--- src/rtl/bin2bcd_seq.sv ---
// Sequential double-dabble binary-to-BCD converter with leading-zero blank mask.
// One BIN_W-cycle conversion per accepted START; outputs update only on DONE.
module bin2bcd_seq #(
    parameter int BIN_W   = 14,
    parameter int MAX_VAL = 9999
) (
    input  logic             FPGA_CLK,
    input  logic             FPGA_RST_N,
    input  logic             START,
    input  logic [BIN_W-1:0] BIN,
    output logic             BUSY,
    output logic             DONE,
    output logic [15:0]      BCD,
    output logic [3:0]       BLANK,
    output logic             OVF
);

    localparam int               CNT_W = $clog2(BIN_W + 1);
    localparam logic [BIN_W-1:0] MAX_B = BIN_W'(MAX_VAL);
    localparam logic [CNT_W-1:0] CNT_N = CNT_W'(BIN_W);
    localparam logic [CNT_W-1:0] CNT_1 = CNT_W'(1);

    typedef enum logic {
        IDLE,
        SHIFT
    } state_t;

    state_t state_q, state_d;

    logic [BIN_W-1:0]    scr_q, scr_d, scr_sh;
    logic [15:0]         acc_q, acc_d, acc_adj, acc_sh;
    logic [CNT_W-1:0]    cnt_q, cnt_d;
    logic                ovf_pend_q, ovf_pend_d;
    logic                done_d;
    logic                over;
    logic [3:0]          blank_sh;
    logic [16+BIN_W-1:0] cat_sh;

    assign over = (BIN > MAX_B);

    // Add-3 correction on every nibble that would overflow past 9 after the shift
    always_comb begin
        acc_adj = acc_q;
        for (int i = 0; i < 4; i++) begin
            if (acc_q[4*i +: 4] >= 4'd5) begin
                acc_adj[4*i +: 4] = acc_q[4*i +: 4] + 4'd3;
            end
        end
    end

    always_comb begin
        cat_sh = {acc_adj, scr_q} << 1;
        acc_sh = cat_sh[16+BIN_W-1 -: 16];
        scr_sh = cat_sh[BIN_W-1:0];
    end

    always_comb begin
        blank_sh    = 4'b0000;
        blank_sh[3] = (acc_sh[15:12] == 4'd0);
        blank_sh[2] = blank_sh[3] & (acc_sh[11:8] == 4'd0);
        blank_sh[1] = blank_sh[2] & (acc_sh[7:4] == 4'd0);
    end

    always_comb begin
        state_d    = state_q;
        scr_d      = scr_q;
        acc_d      = acc_q;
        cnt_d      = cnt_q;
        ovf_pend_d = ovf_pend_q;
        done_d     = 1'b0;
        unique case (state_q)
            IDLE: begin
                if (START) begin
                    scr_d      = over ? MAX_B : BIN;
                    acc_d      = 16'h0000;
                    cnt_d      = CNT_N;
                    ovf_pend_d = over;
                    state_d    = SHIFT;
                end
            end
            SHIFT: begin
                acc_d = acc_sh;
                scr_d = scr_sh;
                cnt_d = cnt_q - CNT_1;
                if (cnt_q == CNT_1) begin
                    done_d  = 1'b1;
                    state_d = IDLE;
                end
            end
            default: state_d = IDLE;
        endcase
    end

    always_ff @(posedge FPGA_CLK or negedge FPGA_RST_N) begin
        if (!FPGA_RST_N) begin
            state_q    <= IDLE;
            scr_q      <= '0;
            acc_q      <= '0;
            cnt_q      <= '0;
            ovf_pend_q <= 1'b0;
        end else begin
            state_q    <= state_d;
            scr_q      <= scr_d;
            acc_q      <= acc_d;
            cnt_q      <= cnt_d;
            ovf_pend_q <= ovf_pend_d;
        end
    end

    // Result registers only load on the final shift, so no partial value escapes
    always_ff @(posedge FPGA_CLK or negedge FPGA_RST_N) begin
        if (!FPGA_RST_N) begin
            DONE  <= 1'b0;
            BCD   <= 16'h0000;
            BLANK <= 4'b1110;
            OVF   <= 1'b0;
        end else begin
            DONE <= done_d;
            if (done_d) begin
                BCD   <= acc_sh;
                BLANK <= blank_sh;
                OVF   <= ovf_pend_q;
            end
        end
    end

    assign BUSY = (state_q == SHIFT);

endmodule
--- config.mk ---
export PLATFORM = sky130hd
export DESIGN_NAME = bin2bcd_seq
export DESIGN_NICKNAME = d
export VERILOG_FILES = /design/src/rtl/bin2bcd_seq.sv
export SDC_FILE = /design/constraint.sdc
export NUM_CORES = 1
export LEC_CHECK = 0
export CORE_ASPECT_RATIO = 0.5
export CORE_MARGIN = 2
export CORE_UTILIZATION = 55
export CTS_BUF_LIST = sky130_fd_sc_hd__clkbuf_4 sky130_fd_sc_hd__clkbuf_8
export CTS_CLUSTER_SIZE = 14
export DETAILED_ROUTE_END_ITERATION = 12
export DONT_BUFFER_PORTS = 1
export PLACE_DENSITY = 0.7
export SLEW_MARGIN = 10
export SYNTH_ARGS = -nofsm -noshare
export SYNTH_HDL_FRONTEND = slang
export SYNTH_SLANG_ARGS = --single-unit
--- constraint.sdc ---
create_clock -name FPGA_CLK -period 2.1 [get_ports FPGA_CLK]
set_clock_uncertainty 0.15 [all_clocks]
set_input_delay 0.42 -clock FPGA_CLK [delete_from_list [all_inputs] [get_ports FPGA_CLK]]
set_output_delay 0.42 -clock FPGA_CLK [all_outputs]
set_load 0.05 [all_outputs]
# After elaboration in Yosys (flattened, before gate mapping)
# Cells that the tools add are included.
# W data, S select, Z words.
# word_totals
in_bits	17
regBits	57
wordCells	44
# classes
add_sub_neg	5
muxes	16
n_bitwise	3
n_reduce_logical	4
eq_ne	2
order_cmp	5
# ops
op	count
$pmux W16 S2	1
$mux W14	2
$pmux W14 S2	1
$ge A4 B3 Y1 const B	4
$mux W16	1
$mux W4	4
$gt A14 B14 Y1 const B	1
$add A4 B2 Y4 const B	3
$logic_not A4 Y1	3
$pmux W4 S2	1
$eq A4 B1 Y1 const B	1
$mux W1	4
$sub A4 B1 Y4 const B	1
$add A3 B2 Y3 const B	1
$mux W3	1
$and A1 B1 Y1	2
$ne A2 B2 Y1 const B	1
$pmux W1 S2	1
$reduce_and A2 Y1	1
$not A1 Y1	1

# Longest topological paths before layout
# depth
ltp_word	5
ltp_mapped	7
mapped_depth_nobuf	7

# Least setup slack after synthesis
# OpenSTA, ideal clock, no wires.
# synth_timing
kind	register to register
start	reg state_q (netlist: BUSY)
end	reg BCD[14]
synth_period_minus_slack_ns	1.776
setup_ns	0.125
path_stages_with_launch	6
setup_slack_ns	0.324
arrival_ns	1.501
cell_sequence	dfrtp_1 -> buf_2 -> nand3_1 -> inv_1 -> buf_2 -> mux2_2
# synth_between
elab_chain_len	1
# synth_lines
element	line	source
start, declared	28	state_t state_q, state_d;
start signal, assigned	102	state_q <= state_d;
$mux W1	71	unique case (state_q)
net done_d	34	logic done_d;
end signal, assigned	120	BCD <= acc_sh;
end, declared	13	output logic [15:0] BCD,
# The timed path passes the listed nets, and every way through them passes these cells.
# A chain may end at the register's enable or synchronous reset.

# Worst setup path after layout
# layout_timing
start	reg acc_q[8]
end	reg BLANK[1]
# layout_between
elab_chain_len	5
elab_cells_between_ends	7
# layout_lines
element	line	source
start, declared	31	logic [15:0] acc_q, acc_d, acc_adj, acc_sh;
start signal, assigned	98	acc_q <= '0;
start signal, assigned	104	acc_q <= acc_d;
$add A4 B2 Y4 / $ge A4 B3 Y1 (equally long branches)	46, 45	
$mux W4 (*)	45	if (acc_q[4*i +: 4] >= 4'd5) begin
$logic_not A4 Y1, on equally long branches	59, 60	
$and A1 B1 Y1 (*)	60	blank_sh[2] = blank_sh[3] & (acc_sh[11:8] == 4'd0);
$and A1 B1 Y1 (*)	61	blank_sh[1] = blank_sh[2] & (acc_sh[7:4] == 4'd0);
end signal, assigned	121	BLANK <= blank_sh;
end, declared	14	output logic [3:0] BLANK,
# Mark *: on every way between the ends. The rest lies on a longest branch, timed or not.

==> flow_summary.ini <==
[layout]
fin_util = 0.6290
drive_gt1_frac = 0.1293
multi_input_area_mm2 = 0.001186
nets = 316
seq_area_mm2 = 0.001430
finalNonFillerCells = 364
n_antenna_cell = 0
syn_to_final_growth_pct = 11.13
fillers = 407
post-route-cell-area_mm2 = 0.003074

[placed_design]
dp_slack_ns = 0.2382
dp_hpwl_mm = 3.633
placed_cell_area_mm2 = 0.002821
placed_cells = 346
io_buffers = 0
gp_congestion = 0.8358

[global_route]
gr-total-overflow = 0
grt_max_degree = 58
antenna_found_initial = 0
first_global_vias = 1973
grt_usage = 0.2140
grt_pass1_wl_mm = 9.163

[timing]
hold_slack_ns = 0.02859
max_slew_margin = 0.6646
setup_viol = 0
drv_slew = 0
fin_crit_sh = 0.8960
worst_slew_pin_slew_ns = 0.5031
grt_setup_unrepaired = no
period_needed_ns = 1.882
setup_tns_ns = 0
fmax_mhz = 531.5
hold_viol_final = 0
worst_slack_ns = 0.2184

[synth]
synth_top_cell_area_share = 0.4885
async_flop_share = 1.000
syn_avg_cell_area_um2 = 9.606
ys_seq_area_frac = 0.5170
synth-edff-count = 0
synth_area_mm2 = 0.002766
postSynthCellCount = 288
yosysTopAreaCell = dfrtp_1
synthFlopType = dfrtp_1
yosysMostFrequentCell = nand2_1
synth_area_leaders = dfrtp_1, nand2_1, o21ai_0
synth_common_cells = nand2_1, dfrtp_1, o21ai_0, a21oi_1, inv_1
yosys.cell_types.count = 36
ys_ff_latch = 57
yosys_warnings = 0
syn_nets = 315

[clocking]
clock_sinks = 57
cts-root-buf = clkbuf_8
cts_tree = done
ctsHtreeMaxLevel = 3
cts.reportedPaths.clkPinSlew_ns = 0.06
clk_path_buf_depth = 2
post_cts.repair.setup_buffers = 0
worst_skew_pair.late_latency_ns = 0.33
numCtsBuffers = 9

[outcome]
status = completed

[route]
routed_wl_mm = 5.451
first_pass_iters = 4
drc_errors = 0
num_vias = 1995
drt_iter0_markers = 84
vias_per_cell = 5.481
final_antenna_net_count = 0
routedWlPerCell_um = 14.98

[worst_setup_path]
worstSetupStartpointType = flop
crit_path_end_kind = flop
crit_fanout = 6
crit_arrival_ns = 1.98
critical_path_class = flop to flop
critPathRequiredTime_ns = 2.20

[floorplan]
die_area_mm2 = 0.005648
die-height_um = 54.15
initial_utilization = 0.5661
fp.coreArea_mm2 = 0.004887
rows = 18
die_w_um = 104.3
top_level_ports = 40

[power_and_ir_drop]
leakage_nw = 1.416
pwr_density_cell_mw_per_mm2 = 1800
irDropWorstVdd_v = 0.0008701
totalPowerFinal_mw = 5.533

[job]
drv_cap = 0

[hold_path]
hp-class = input port to flop
[logic make-up after synthesis]
logic type / Yosys count / share of synthesized area
flip-flops: 57 / 0.5170
other: 1 / 0.001356
AND/OR/NAND/NOR: 92 / 0.1493
AO/OA/AOI/OAI: 76 / 0.1723
adder cells (fa/ha/maj): 10 / 0.04523
multiplexers: 11 / 0.04161
XOR/XNOR: 6 / 0.01900
buffers and inverters: 35 / 0.05427
[where the power goes]
| part | internal [mW] | switching (mW) |
|---|---|---|
| combinational | 0.843 | 1.09 |
| clock | 0.670 | 0.414 |
| sequential | 1.59 | 0.918 |
| total | 3.11 | 2.43 |
[placed cells by master, fill, tap and decap left out, drive strengths merged]
cell,instances
nand2,58
dfrtp,54
o21ai,28
a21oi,23
inv,18
clkbuf,14
ha,10
nor3b,9
o22ai,9
nor2,8
mux2i,7
xnor2,6
buf,6
nor3,5
nand2b,4
mux2,4
a221oi,4
o31ai,4
dfstp,3
and3,3
nand3,2
nand4,2
a21o,2
a31o,2
o211ai,2
o2111ai,1
nor4,1
a211oi,1
conb,1
bufinv,1
clkinv,1
dlygate4sd3,1
[layer usage]
| layer | global-route usage | routed length [µm] | vias up |
|---|---|---|---|
| met5 | 0 | 0 | - |
| met4 | 0.03378 | 19 | 0 |
| met3 | 0.08717 | 309 | 2 |
| met2 | 0.3813 | 2513 | 39 |
| met1 | 0.2561 | 2609 | 961 |
| li1 | - | - | 993 |
[worst max-delay path, cell delays in order, from the launching register on]
cell and delay, ns:
dfrtp_1 0.44, inv_1 0.11, ha_1 0.19, nand2b_1 0.11, a21oi_4 0.21, and3_1 0.17
o2111ai_1 0.17, o31ai_2 0.25
[state kept, by name (all words and copies together), names as in the netlist]
register / count
BUSY: 1
scr_q: 14
DONE: 1
BLANK: 3
ovf_pend_q: 1
acc_q: 16
cnt_q: 4
OVF: 1
BCD: 16
[layout make-up]
| class | instances | share of cell area |
|---|---|---|
| Clock buffer | 14 | 0.05861 |
| Clock inverter | 2 | 0.01140 |
| Inverter | 18 | 0.02198 |
| Multi-Input combinational cell | 196 | 0.3858 |
| Sequential cell | 57 | 0.4652 |
| Tap cell | 70 | 0.02849 |
| Timing Repair Buffer | 7 | 0.02849 |
[path summary, 6_finish.rpt]
check	startpoint	endpoint	slack, ns	depth (start not counted)
worst min-delay path	START	acc_q[13]	0.03	1
worst min register to register	ovf_pend_q	OVF	0.32	2
min in group asynchronous	FPGA_RST_N	scr_q[8]	0.44	2
max in group asynchronous	FPGA_RST_N	BLANK[3]	1.04	2
worst max-delay path	acc_q[8]	BLANK[1]	0.22	7
worst max register to register	acc_q[8]	BLANK[1]	0.22	7
[repair_timing]
item                                    CTS  global route
endpoints found under the hold margin    57             0
resized for setup                         0             0
endpoints found under the setup margin    0             0
hold buffers                              2             0
Power figures use the tool's default switching activity.
